--- config.mk ---
export PLATFORM = sky130hd
export DESIGN_NAME = exact_4x4
export DESIGN_NICKNAME = d
export VERILOG_FILES = /design/src/rtl/exact_4x4.sv
export SDC_FILE = /design/constraint.sdc
export NUM_CORES = 1
export LEC_CHECK = 0
export CORE_AREA = 4 4 41 43
export CTS_BUF_LIST = sky130_fd_sc_hd__clkbuf_4
export CTS_CLUSTER_SIZE = 14
export DETAILED_ROUTE_END_ITERATION = 16
export DIE_AREA = 0 0 45 47
export PLACE_DENSITY = 0.76
export SETUP_SLACK_MARGIN = 0.4
export SYNTH_ARGS = -nofsm -noshare
export SYNTH_HDL_FRONTEND = slang
export SYNTH_SLANG_ARGS = --single-unit
--- constraint.sdc ---
create_clock -name clk -period 2.8 [get_ports clk]
set_input_delay 0.56 -clock clk [delete_from_list [all_inputs] [get_ports clk]]
set_output_delay 0.56 -clock clk [all_outputs]
set_load 0.05 [all_outputs]
--- src/rtl/exact_4x4.sv ---
`default_nettype none
// ============================================================================
// exact_4x4 : exact unsigned 4x4->8 multiplier built from four 2x2 blocks,
//             with a registered product output.
// Revision   : 1.0
// ============================================================================
module exact_4x4 (
  input  logic       clk,
  input  logic       rst,
  input  logic [3:0] a,
  input  logic [3:0] b,
  output logic [7:0] Y
);

  // 2x2 exact block; bit 3 only sets for 3*3, and it also clears bit 2 there.
  function automatic logic [3:0] mul2x2(input logic [1:0] x, input logic [1:0] y);
    logic all_ones;
    all_ones = x[1] & x[0] & y[1] & y[0];
    mul2x2   = {all_ones,
                (x[1] & y[1]) ^ all_ones,
                (x[1] & y[0]) ^ (x[0] & y[1]),
                x[0] & y[0]};
  endfunction

  logic [3:0] w_p0;
  logic [3:0] w_p1;
  logic [3:0] w_p2;
  logic [3:0] w_p3;
  logic [7:0] y_d;
  logic [7:0] y_q;

  always_comb begin
    w_p0 = mul2x2(a[1:0], b[1:0]);
    w_p1 = mul2x2(a[3:2], b[1:0]);
    w_p2 = mul2x2(a[1:0], b[3:2]);
    w_p3 = mul2x2(a[3:2], b[3:2]);
    y_d  = {4'b0000, w_p0}
         + {2'b00, w_p1, 2'b00}
         + {2'b00, w_p2, 2'b00}
         + {w_p3, 4'b0000};
  end

  always_ff @(posedge clk) begin
    if (rst) begin
      y_q <= 8'd0;
    end else begin
      y_q <= y_d;
    end
  end

  assign Y = y_q;

endmodule
`default_nettype wire

## Yosys cells after proc, flatten, opt, wreduce, memory -nomap -nowiden

Cells that the tools add are included.
Widths: inputs -> output; s select.

- Flip-flop bits (word level): 8
- Input bits: 10
- Word-level logic and storage cells: 38

- Add/sub/neg operators: 3
- Bitwise gates (word level): 34

Operators with widths:

| kind | count |
|---|---|
| $and 1x1->1 | 26 |
| $add 7x6->8 | 1 |
| $add 8x8->8 | 1 |
| $xor 1x1->1 | 8 |
| $add 4x6->7 | 1 |

## Longest topological paths before layout

Gate-level depths: netlist of the first run.

- Word-level depth: 7
- Mapped depth: 9
- Mapped depth without buffers: 9

## Worst setup path after synthesis of the first run

OpenSTA, ideal clock, no wires.

- Kind: in2reg
- From: in a[2]
- To: reg y_q[6] (netlist: Y[6])
- Setup slack: 0.261 ns
- Arrival: 2.416 ns
- Library setup time: 0.123 ns
- Cell stages on the path: 8
- Cells stage by stage: and2_1 nand3b_1 fa_1 inv_1 ha_1 a21o_1 a21oi_2 mux2_1

- Cells in the longest elaborated chain, start to end: 7
- Elaborated cells on any way between the ends: 16
- Classes of those cells: add/sub (3); bitwise (13)

RTL lines:

| what | RTL line | text |
|---|---|---|
| start: declaration | 10 | `input logic [3:0] a,` |
| $and 1x1->1 (3 in series) | 18 | `all_ones = x[1] & x[0] & y[1] & y[0];` |
| $xor 1x1->1 | 20 | `(x[1] & y[1]) ^ all_ones,` |
| $add 4x6->7 | 38 | `+ {2'b00, w_p1, 2'b00}` |
| $add 7x6->8 | 39 | `+ {2'b00, w_p2, 2'b00}` |
| $add 8x8->8 (*) | 40 | `+ {w_p3, 4'b0000};` |
| end signal: assignment | 47 | `y_q <= y_d;` |
| end: declaration | 30 | `logic [7:0] y_q;` |

Every way passes the cells marked *; elsewhere a longest branch is shown, timed or not.
A chain may end at the register's enable or synchronous reset.

## Final worst setup path of the first run

- From: in b[2]
- To: reg y_q[7] (netlist: Y[7])

- Cells in the longest elaborated chain, start to end: 4
- Elaborated cells on any way between the ends: 12
- Classes of those cells: add/sub (2); bitwise (10)

RTL lines:

| what | RTL line | text |
|---|---|---|
| start: declaration | 11 | `input logic [3:0] b,` |
| $and 1x1->1, on equally long branches | 21, 18 |  |
| $xor 1x1->1, on equally long branches | 21, 20 |  |
| $add 7x6->8 | 39 |  |
| $add 8x8->8 (*) | 40 |  |

Marked as above.

==> results of run 1 <==
## cells by family after synthesis
family          Yosys count
simple gates             33
fa+ha+maj                 9
flops                     8
xor+xnor                  5
buf+inv                   5
compound gates            4
mux                       2
## what timing repair did
action / in CTS / in global routing
setup buffers: 2 / 1
gates cloned: 0 / 0
setup endpoints to repair: 4 / 2
pin swaps: 10 / 5
gates resized for setup: 55 / 5
hold buffers: 0 / 0
endpoints found under the hold margin: 0 / 0
## cell type report
class / instances / share of cell area, %
Timing Repair Buffer: 34 / 29.4
Tap cell: 15 / 1.91
Sequential cell: 8 / 16.3
Multi-Input combinational cell: 53 / 48.5
Inverter: 4 / 1.53
Clock buffer: 3 / 2.29
## Yosys cell counts (all sizes together)
master  count  area (um2)
nand2      11        41.3
dfxtp       8         160
nor2        8        30.0
fa          5         100
ha          4        50.1
inv         4        15.0
xor2        4        35.0
a21oi       3        18.8
and3        3        21.3
nor2b       3        18.8
and2        2        12.5
nand3b      2        15.0
a21o        1        7.51
buf         1        5.00
mux2        1        11.3
mux2i       1        10.0
nand2b      1        6.26
nand4       1        6.26
or2         1        6.26
or2b        1        7.51
xnor2       1        8.76
## routing by layer
| layer | track usage [%] | up-vias | wire length (um) | share of wire [%] |
|---|---|---|---|---|
| met2 | 31.1 | 22 | 787 | 54 |
| met1 | 15.0 | 248 | 536 | 37 |
| li1 | - | 283 | - | - |
| met5 | 0 | - | 0 | 0 |
| met4 | 15.2 | 0 | 72 | 4.9 |
| met3 | 2.30 | 6 | 68 | 4.6 |
## worst max-delay path, cell delays in order
cell and delay [ns]:
buf_8 0.10, and2_4 0.15, nand3b_1 0.19, fa_1 0.49
buf_4 0.15, fa_2 0.37, nand2b_4 0.15, a21oi_4 0.12
mux2i_1 0.24
## stage by stage
step / TNS (ns) / total power, mW / cell area, um2 / hold slack, ns
5_1_grt: 0 / 0.439 / 982 / 0.702
2_1_floorplan: 0 / 0.234 / 589 / 0.697
4_1_cts: 0 / 0.410 / 957 / 0.653
3_5_place_dp: -0.731 / 0.307 / 878 / 1.32
3_3_place_gp: -0.416 / 0.302 / 878 / 1.30
6_report: 0 / 0.412 / 982 / 0.695
## worst max-delay path by stage
stage | cells after the start | endpoint | start | slack [ns]
after floorplan | 8 | Y[6] | b[2] | 0.35
after global placement | 9 | Y[6] | b[2] | -0.20
after detailed placement | 10 | Y[7] | a[0] | -0.35
after global routing | 11 | Y[7] | b[1] | 0.39
final | 9 | Y[7] | b[2] | 0.44
after CTS | 10 | Y[7] | b[2] | 0.41
## power by group
part	internal [mW]	switching, mW	leakage, nW
Clock	0.0490	0.0385	0.0138
Sequential	0.127	0.00289	0.0661
Combinational	0.0889	0.106	0.396
==> flow_metrics.tcl, run 1 <==
set metrics [dict create \
    synth.distinct_cells 23 \
    synth.area.mux_share_pct 3.62 \
    syn-num-nets 85 \
    seqCellArea_um2 160 \
    grt_setup_unrepaired "yes" \
    wire_per_inst_um 12.5 \
    grt-ovfl-total 0 \
    cp_data_arrival_time_ns 2.53 \
    fmax_mhz 423 \
    n_fill_cell 99 \
    slew_violations 0 \
    hold_viol 0 \
    yosysSeqAreaShare_pct 27.3 \
    vias_per_cell 4.78 \
    coreArea_mm2 0.00130 \
    post-route-util_pct 75.5 \
    drc 0 \
    pin_count 18 \
    finalNonFillerCells 117 \
    layout_common_cells "buf_4 (19), clkdlybuf4s50_1 (9), dfxtp_1 (8)" \
    leakage_nw 0.476 \
    outcome "finished clean" \
    power_density_mw_per_mm2 420 \
    synth_top_family_by_area "simple AND/OR/NAND/NOR gates" \
    max-cap-violations 0 \
    crit_type "in -> reg" \
    die_w_um 45 \
    path_clk_slew_ns 0.05 \
    port_buffers 17 \
    cts_max_path_buffers 2 \
    finalCriticalPeriod_ns 2.36 \
    drtAntennaViolNets 0 \
    synthXorXnorAreaFrac_pct 7.46 \
    whs_path_depth 4 \
    synth.cell_area_um2 587 \
    fin_crit_sh_pct 84.3 \
    syn2layout_area_growth_pct 67.4 \
    n_antenna_cell 0 \
    antenna_found_initial 0 \
    cts_buffers 3 \
    yosys.area_share.adder_pct 25.6 \
    drt_iter0_markers 7 \
    ir_worst_vdd_mv 0.258 \
    multiInputGateArea_um2 477 \
    hp-class "in -> reg" \
    syn_avg_cell_area_um2 8.89 \
    path_max_fanout 3 \
    grt_max_degree 11 \
    groute.usage.overall_pct 16.5 \
    required_ns 2.96 \
    worst_pin_slew_ns 0.495 \
    finalSetupViolations 0 \
    clockRootBuffer "clkbuf_4" \
    synth_compound_area_share_pct 4.48 \
    first_global_vias 586 \
    hold_end "Y[0]" \
    detailed_place_hpwl_mm 1.16 \
    syn_inst 66 \
    yosysWarningCount 0 \
    final_common_cell "buf_4" \
    largest_register_ffs 8 \
    cts.htree.levels 1 \
    ys_seq_elements 8 \
    worstSetupStartpointType "primary input" \
    place_ws_ns -0.353 \
    hp-start "a[0]" \
    rows 13 \
    grt_pass1_wl_mm 2.36 \
    drive_gt1_share_pct 45.1 \
    critPathCaptureType "register" \
    tritoncts "built" \
    clkSinkCount 8 \
    nNetsFinal 123 \
    die_y_um 47 \
    drt-pass1-iter-count 4 \
    slew_headroom_pct 66.9 \
    wl_mm 1.47 \
    start_util_pct 45.1 \
    placedCellCount 111 \
    synth-simple-area-share_pct 28.1 \
    worst_slack_ns 0.439 \
    vias 559 \
    design.die.area_mm2 0.00212 \
    gp_congestion 0.778 \
]
Power figures use the tool's default switching activity.
==> run 2, diff against run 1 <==
Settings changed: CORE_AREA 4 4 41 43 to default, CORE_MARGIN from default to 4, CORE_UTILIZATION from default to 42, DIE_AREA 0 0 45 47 to default.
Clock period 2.8 ns to 2.05 ns, I/O delays scaled along.
==> run 2 against run 1 <==
The flow now finishes with violations (setup timing). Non-clock buffer count grew 1. Wire length grew 1.3%. Power grew 41%. Hold slack lost 0.18 ns. Via count grew 2.7%. Setup slack lost 0.54 ns. Critical path type unchanged. Highest routed layer unchanged.
==> flow_metrics.tcl, run 2 (synthesized netlist as in run 1, its figures left out) <==
set metrics [dict create \
    antenna_found_initial 0 \
    hp-class "in -> reg" \
    cts.htree.levels 1 \
    grt_setup_unrepaired "yes" \
    vias 574 \
    n_fill_cell 96 \
    hp-start "a[1]" \
    drt-pass1-iter-count 2 \
    cp_data_arrival_time_ns 2.30 \
    syn2layout_area_growth_pct 76.1 \
    path_max_fanout 3 \
    die_w_um 45.4 \
    finalCriticalPeriod_ns 2.15 \
    worst_pin_slew_ns 0.496 \
    placedCellCount 111 \
    cts_max_path_buffers 2 \
    die_y_um 45.4 \
    grt_pass1_wl_mm 2.55 \
    drt_iter0_markers 14 \
    startpoint "a[0]" \
    final_common_cell "buf_4" \
    wl_mm 1.48 \
    gp_congestion 0.792 \
    max-cap-violations 0 \
    drc 0 \
    tns_ns -0.185 \
    hold_end "Y[1]" \
    required_ns 2.20 \
    finalSetupViolations 2 \
    path_clk_slew_ns 0.06 \
    critPathCaptureType "register" \
    wire_per_inst_um 12.6 \
    place_ws_ns -0.859 \
    crit_type "in -> reg" \
    detailed_place_hpwl_mm 1.11 \
    cts_buffers 3 \
    clkSinkCount 8 \
    vias_per_cell 4.86 \
    slew_headroom_pct 67.1 \
    start_util_pct 45.1 \
    rows 13 \
    grt_max_degree 7 \
    n_antenna_cell 0 \
    outcome "finished, violations left" \
    violations "setup timing" \
    port_buffers 17 \
    nNetsFinal 124 \
    layout_common_cells "buf_4 (16), dfxtp_1 (8), dlygate4sd2_1 (8)" \
    clockRootBuffer "clkbuf_4" \
    grt-ovfl-total 0 \
    finalNonFillerCells 118 \
    worstSetupStartpointType "primary input" \
    first_global_vias 637 \
    ir_worst_vdd_mv 0.314 \
    design.die.area_mm2 0.00206 \
    tritoncts "built" \
    worst_slack_ns -0.102 \
    drtAntennaViolNets 0 \
    power_density_mw_per_mm2 562 \
    leakage_nw 0.517 \
    largest_register_ffs 8 \
    fmax_mhz 465 \
    drive_gt1_share_pct 47.6 \
    fin_crit_sh_pct 105 \
    hold_viol 0 \
    coreArea_mm2 0.00130 \
    groute.usage.overall_pct 17.2 \
    pin_count 18 \
    slew_violations 0 \
    whs_path_depth 4 \
    finalPower_mw 0.581 \
]
run 2: changes by cell type in the layout (fill, tap and decap cells not counted), sizes merged:
cell	delta
clkdlybuf4s50	-8
dlygate4sd2	+8
buf	+1
run 2: where the power goes:
group / switching (mW) / internal [mW]
Clock: 0.0574 / 0.0673
Sequential: 0.00373 / 0.173
Combinational: 0.152 / 0.127
run 2: per-stage QoR:
step / utilization (%) / hold slack, ns / area [um2]
final: 79.4 / 0.516 / 1030
after global placement: 68.8 / 1.16 / 895
after CTS: 76.5 / 0.508 / 996
after detailed placement: 68.8 / 1.17 / 895
after global routing: 79.4 / 0.537 / 1030
after floorplan: - / 0.547 / 606
run 2: how the worst max path moves through the flow:
stage            to  slack, ns  cells after the start
4_1_cts        Y[6]      -0.13                      9
2_1_floorplan  Y[6]      -0.25                      8
3_3_place_gp   Y[7]      -0.84                     10
5_1_grt        Y[7]      -0.17                      9
3_5_place_dp   Y[7]      -0.86                     10
6_report       Y[6]      -0.10                      9
run 2: critical path: stages:
cell      delay [ns]
buf_8           0.10
and2_4          0.15
nand3b_1        0.19
fa_1            0.56
inv_1           0.08
ha_4            0.21
a21o_1          0.16
a21oi_2         0.13
mux2_4          0.31
run 2: metal layers:
| metal | global-route usage (%) | vias to the layer above | routed length [um] |
|---|---|---|---|
| met4 | 8.77 | 0 | 36 |
| met2 | 34.0 | 17 | 826 |
| li1 | - | 285 | - |
| met5 | 0 | - | 0 |
| met1 | 17.4 | 267 | 557 |
| met3 | 1.19 | 5 | 63 |
run 2: final cells by class:
type	count	area (um2)	share of cell area (%)
Multi-Input combinational cell	53	502	48.5
Timing Repair Buffer	35	315	30.5
Sequential cell	8	160	15.5
Clock buffer	3	22.5	2.18
Tap cell	15	18.8	1.82
Inverter	4	15.0	1.45
run 2: timing repair:
action	CTS	global route
pin swaps	14	8
resized for setup	65	5
hold buffers	0	0
endpoints found under the setup margin	14	4
buffers inserted	3	1
==> run 3, diff against run 2 <==
Settings changed: CORE_UTILIZATION 42 to 40, CTS_BUF_LIST sky130_fd_sc_hd__clkbuf_4 to sky130_fd_sc_hd__clkbuf_8 sky130_fd_sc_hd__clkbuf_16, PLACE_DENSITY 0.76 to 0.73.
==> run 3 against run 2 <==
The flow still finishes with violations (setup timing). Via count decreased by 3.8%. Setup slack got worse by 0.096 ns. Clock-buffer cell count unchanged. Sequential power about the same. First-iteration DRC count decreased by 93%. Power increased by 7.4%. Largest cell class unchanged.
==> flow_metrics.tcl, run 3 (synthesized netlist as in run 1, its figures left out) <==
set metrics [dict create \
    wire_per_inst_um 12.6 \
    final_area_um2 990 \
    n_antenna_cell 0 \
    die_w_um 46.3 \
    grt_setup_unrepaired "yes" \
    final_common_cell "buf_4" \
    postCtsHoldBufs 0 \
    required_ns 2.16 \
    wl_mm 1.45 \
    fmax_mhz 445 \
    layout_common_cells "buf_4 (12), dfxtp_1 (8), dlygate4sd2_1 (8)" \
    path_max_fanout 5 \
    n_fill_cell 98 \
    violations "setup timing" \
    power_density_mw_per_mm2 630 \
    drc 0 \
    post-route-util_pct 74.2 \
    finalPower_mw 0.624 \
    critPathCaptureType "register" \
    syn2layout_area_growth_pct 68.7 \
    design.die.area_mm2 0.00214 \
    nNetsFinal 121 \
    grt-ovfl-total 0 \
    antenna_found_initial 0 \
    hp-class "in -> reg" \
    worst_pin_slew_ns 0.495 \
    cts.htree.levels 1 \
    clockRootBuffer "clkbuf_8" \
    port_buffers 17 \
    grt_max_degree 11 \
    vias 552 \
    leakage_nw 0.504 \
    pin_count 18 \
    max-cap-violations 0 \
    vias_per_cell 4.80 \
    drt_iter0_markers 1 \
    cts_max_path_buffers 2 \
    finalNonFillerCells 115 \
    drive_gt1_share_pct 43.0 \
    drtAntennaViolNets 0 \
    largest_register_ffs 8 \
    slew_violations 0 \
    finalSetupViolations 3 \
    die_y_um 46.3 \
    start_util_pct 44.0 \
    groute.usage.overall_pct 16.5 \
    hold_viol 0 \
    path_clk_slew_ns 0.04 \
    tritoncts "built" \
    fin_hold_ws_ns 0.529 \
    first_global_vias 591 \
    cp_data_arrival_time_ns 2.36 \
    worst_slack_ns -0.198 \
    ir_worst_vdd_mv 0.269 \
    slew_headroom_pct 67.1 \
    placedCellCount 109 \
    fin_crit_sh_pct 110 \
    gp_congestion 0.769 \
    cts_buffers 3 \
    clkSinkCount 8 \
    crit_type "in -> reg" \
    rows 13 \
    drt-pass1-iter-count 2 \
    placed_cell_area_um2 880 \
    finalCriticalPeriod_ns 2.25 \
    coreArea_mm2 0.00133 \
    grt_pass1_wl_mm 2.40 \
    detailed_place_hpwl_mm 1.03 \
    outcome "finished, violations left" \
    worstSetupStartpointType "primary input" \
]
==> run 3: layer usage <==
metal	GRT usage (%)	wire length, um
met4	10.2	39
met5	0	0
met1	16.2	575
met3	3.52	73
met2	30.5	760
==> run 3: final timing paths <==
kind / to / depth (start not counted) / slack, ns / start
min: Y[1] / 4 / 0.53 / a[0]
max: Y[6] / 9 / -0.20 / a[0]
==> run 3: repair_timing <==
| action | CTS | global route |
|---|---|---|
| resized for setup | 54 | 10 |
| hold endpoints to repair | 0 | 0 |
| endpoints found under the setup margin | 14 | 5 |
| setup buffers | 2 | 1 |
| cloned | 0 | 0 |
| pin swaps | 8 | 12 |
==> run 3: power breakdown <==
| group | switching, mW | internal, mW | total (mW) |
|---|---|---|---|
| logic | 0.145 | 0.115 | 0.259 |
| registers | 0.00327 | 0.174 | 0.177 |
| clock network | 0.0602 | 0.127 | 0.187 |
| total | 0.208 | 0.415 | 0.624 |
==> run 3: metrics by stage <==
step / worst slack [ns] / TNS [ns]
finish: -0.198 / -0.366
floorplan: -0.253 / -0.416
CTS: -0.177 / -0.341
global placement: -0.846 / -3.17
detailed placement: -0.888 / -3.34
global route: -0.290 / -0.618
==> run 3: area by class of cell <==
class                      instances  area [um2]  share of cell area [%]
timing repair buffer              32         283                    28.6
clock buffer                       3        41.3                    4.17
tap                               15        18.8                    1.90
inverter                           4        15.0                    1.52
multi-input combinational         53         472                    47.7
sequential                         8         160                    16.2
==> run 3: critical path, stage by stage <==
cell      delay (ns)
buf_8           0.10
and2_4          0.14
nand3b_1        0.17
fa_1            0.55
inv_1           0.06
ha_1            0.27
a21o_1          0.19
a21oi_2         0.15
mux2_4          0.31
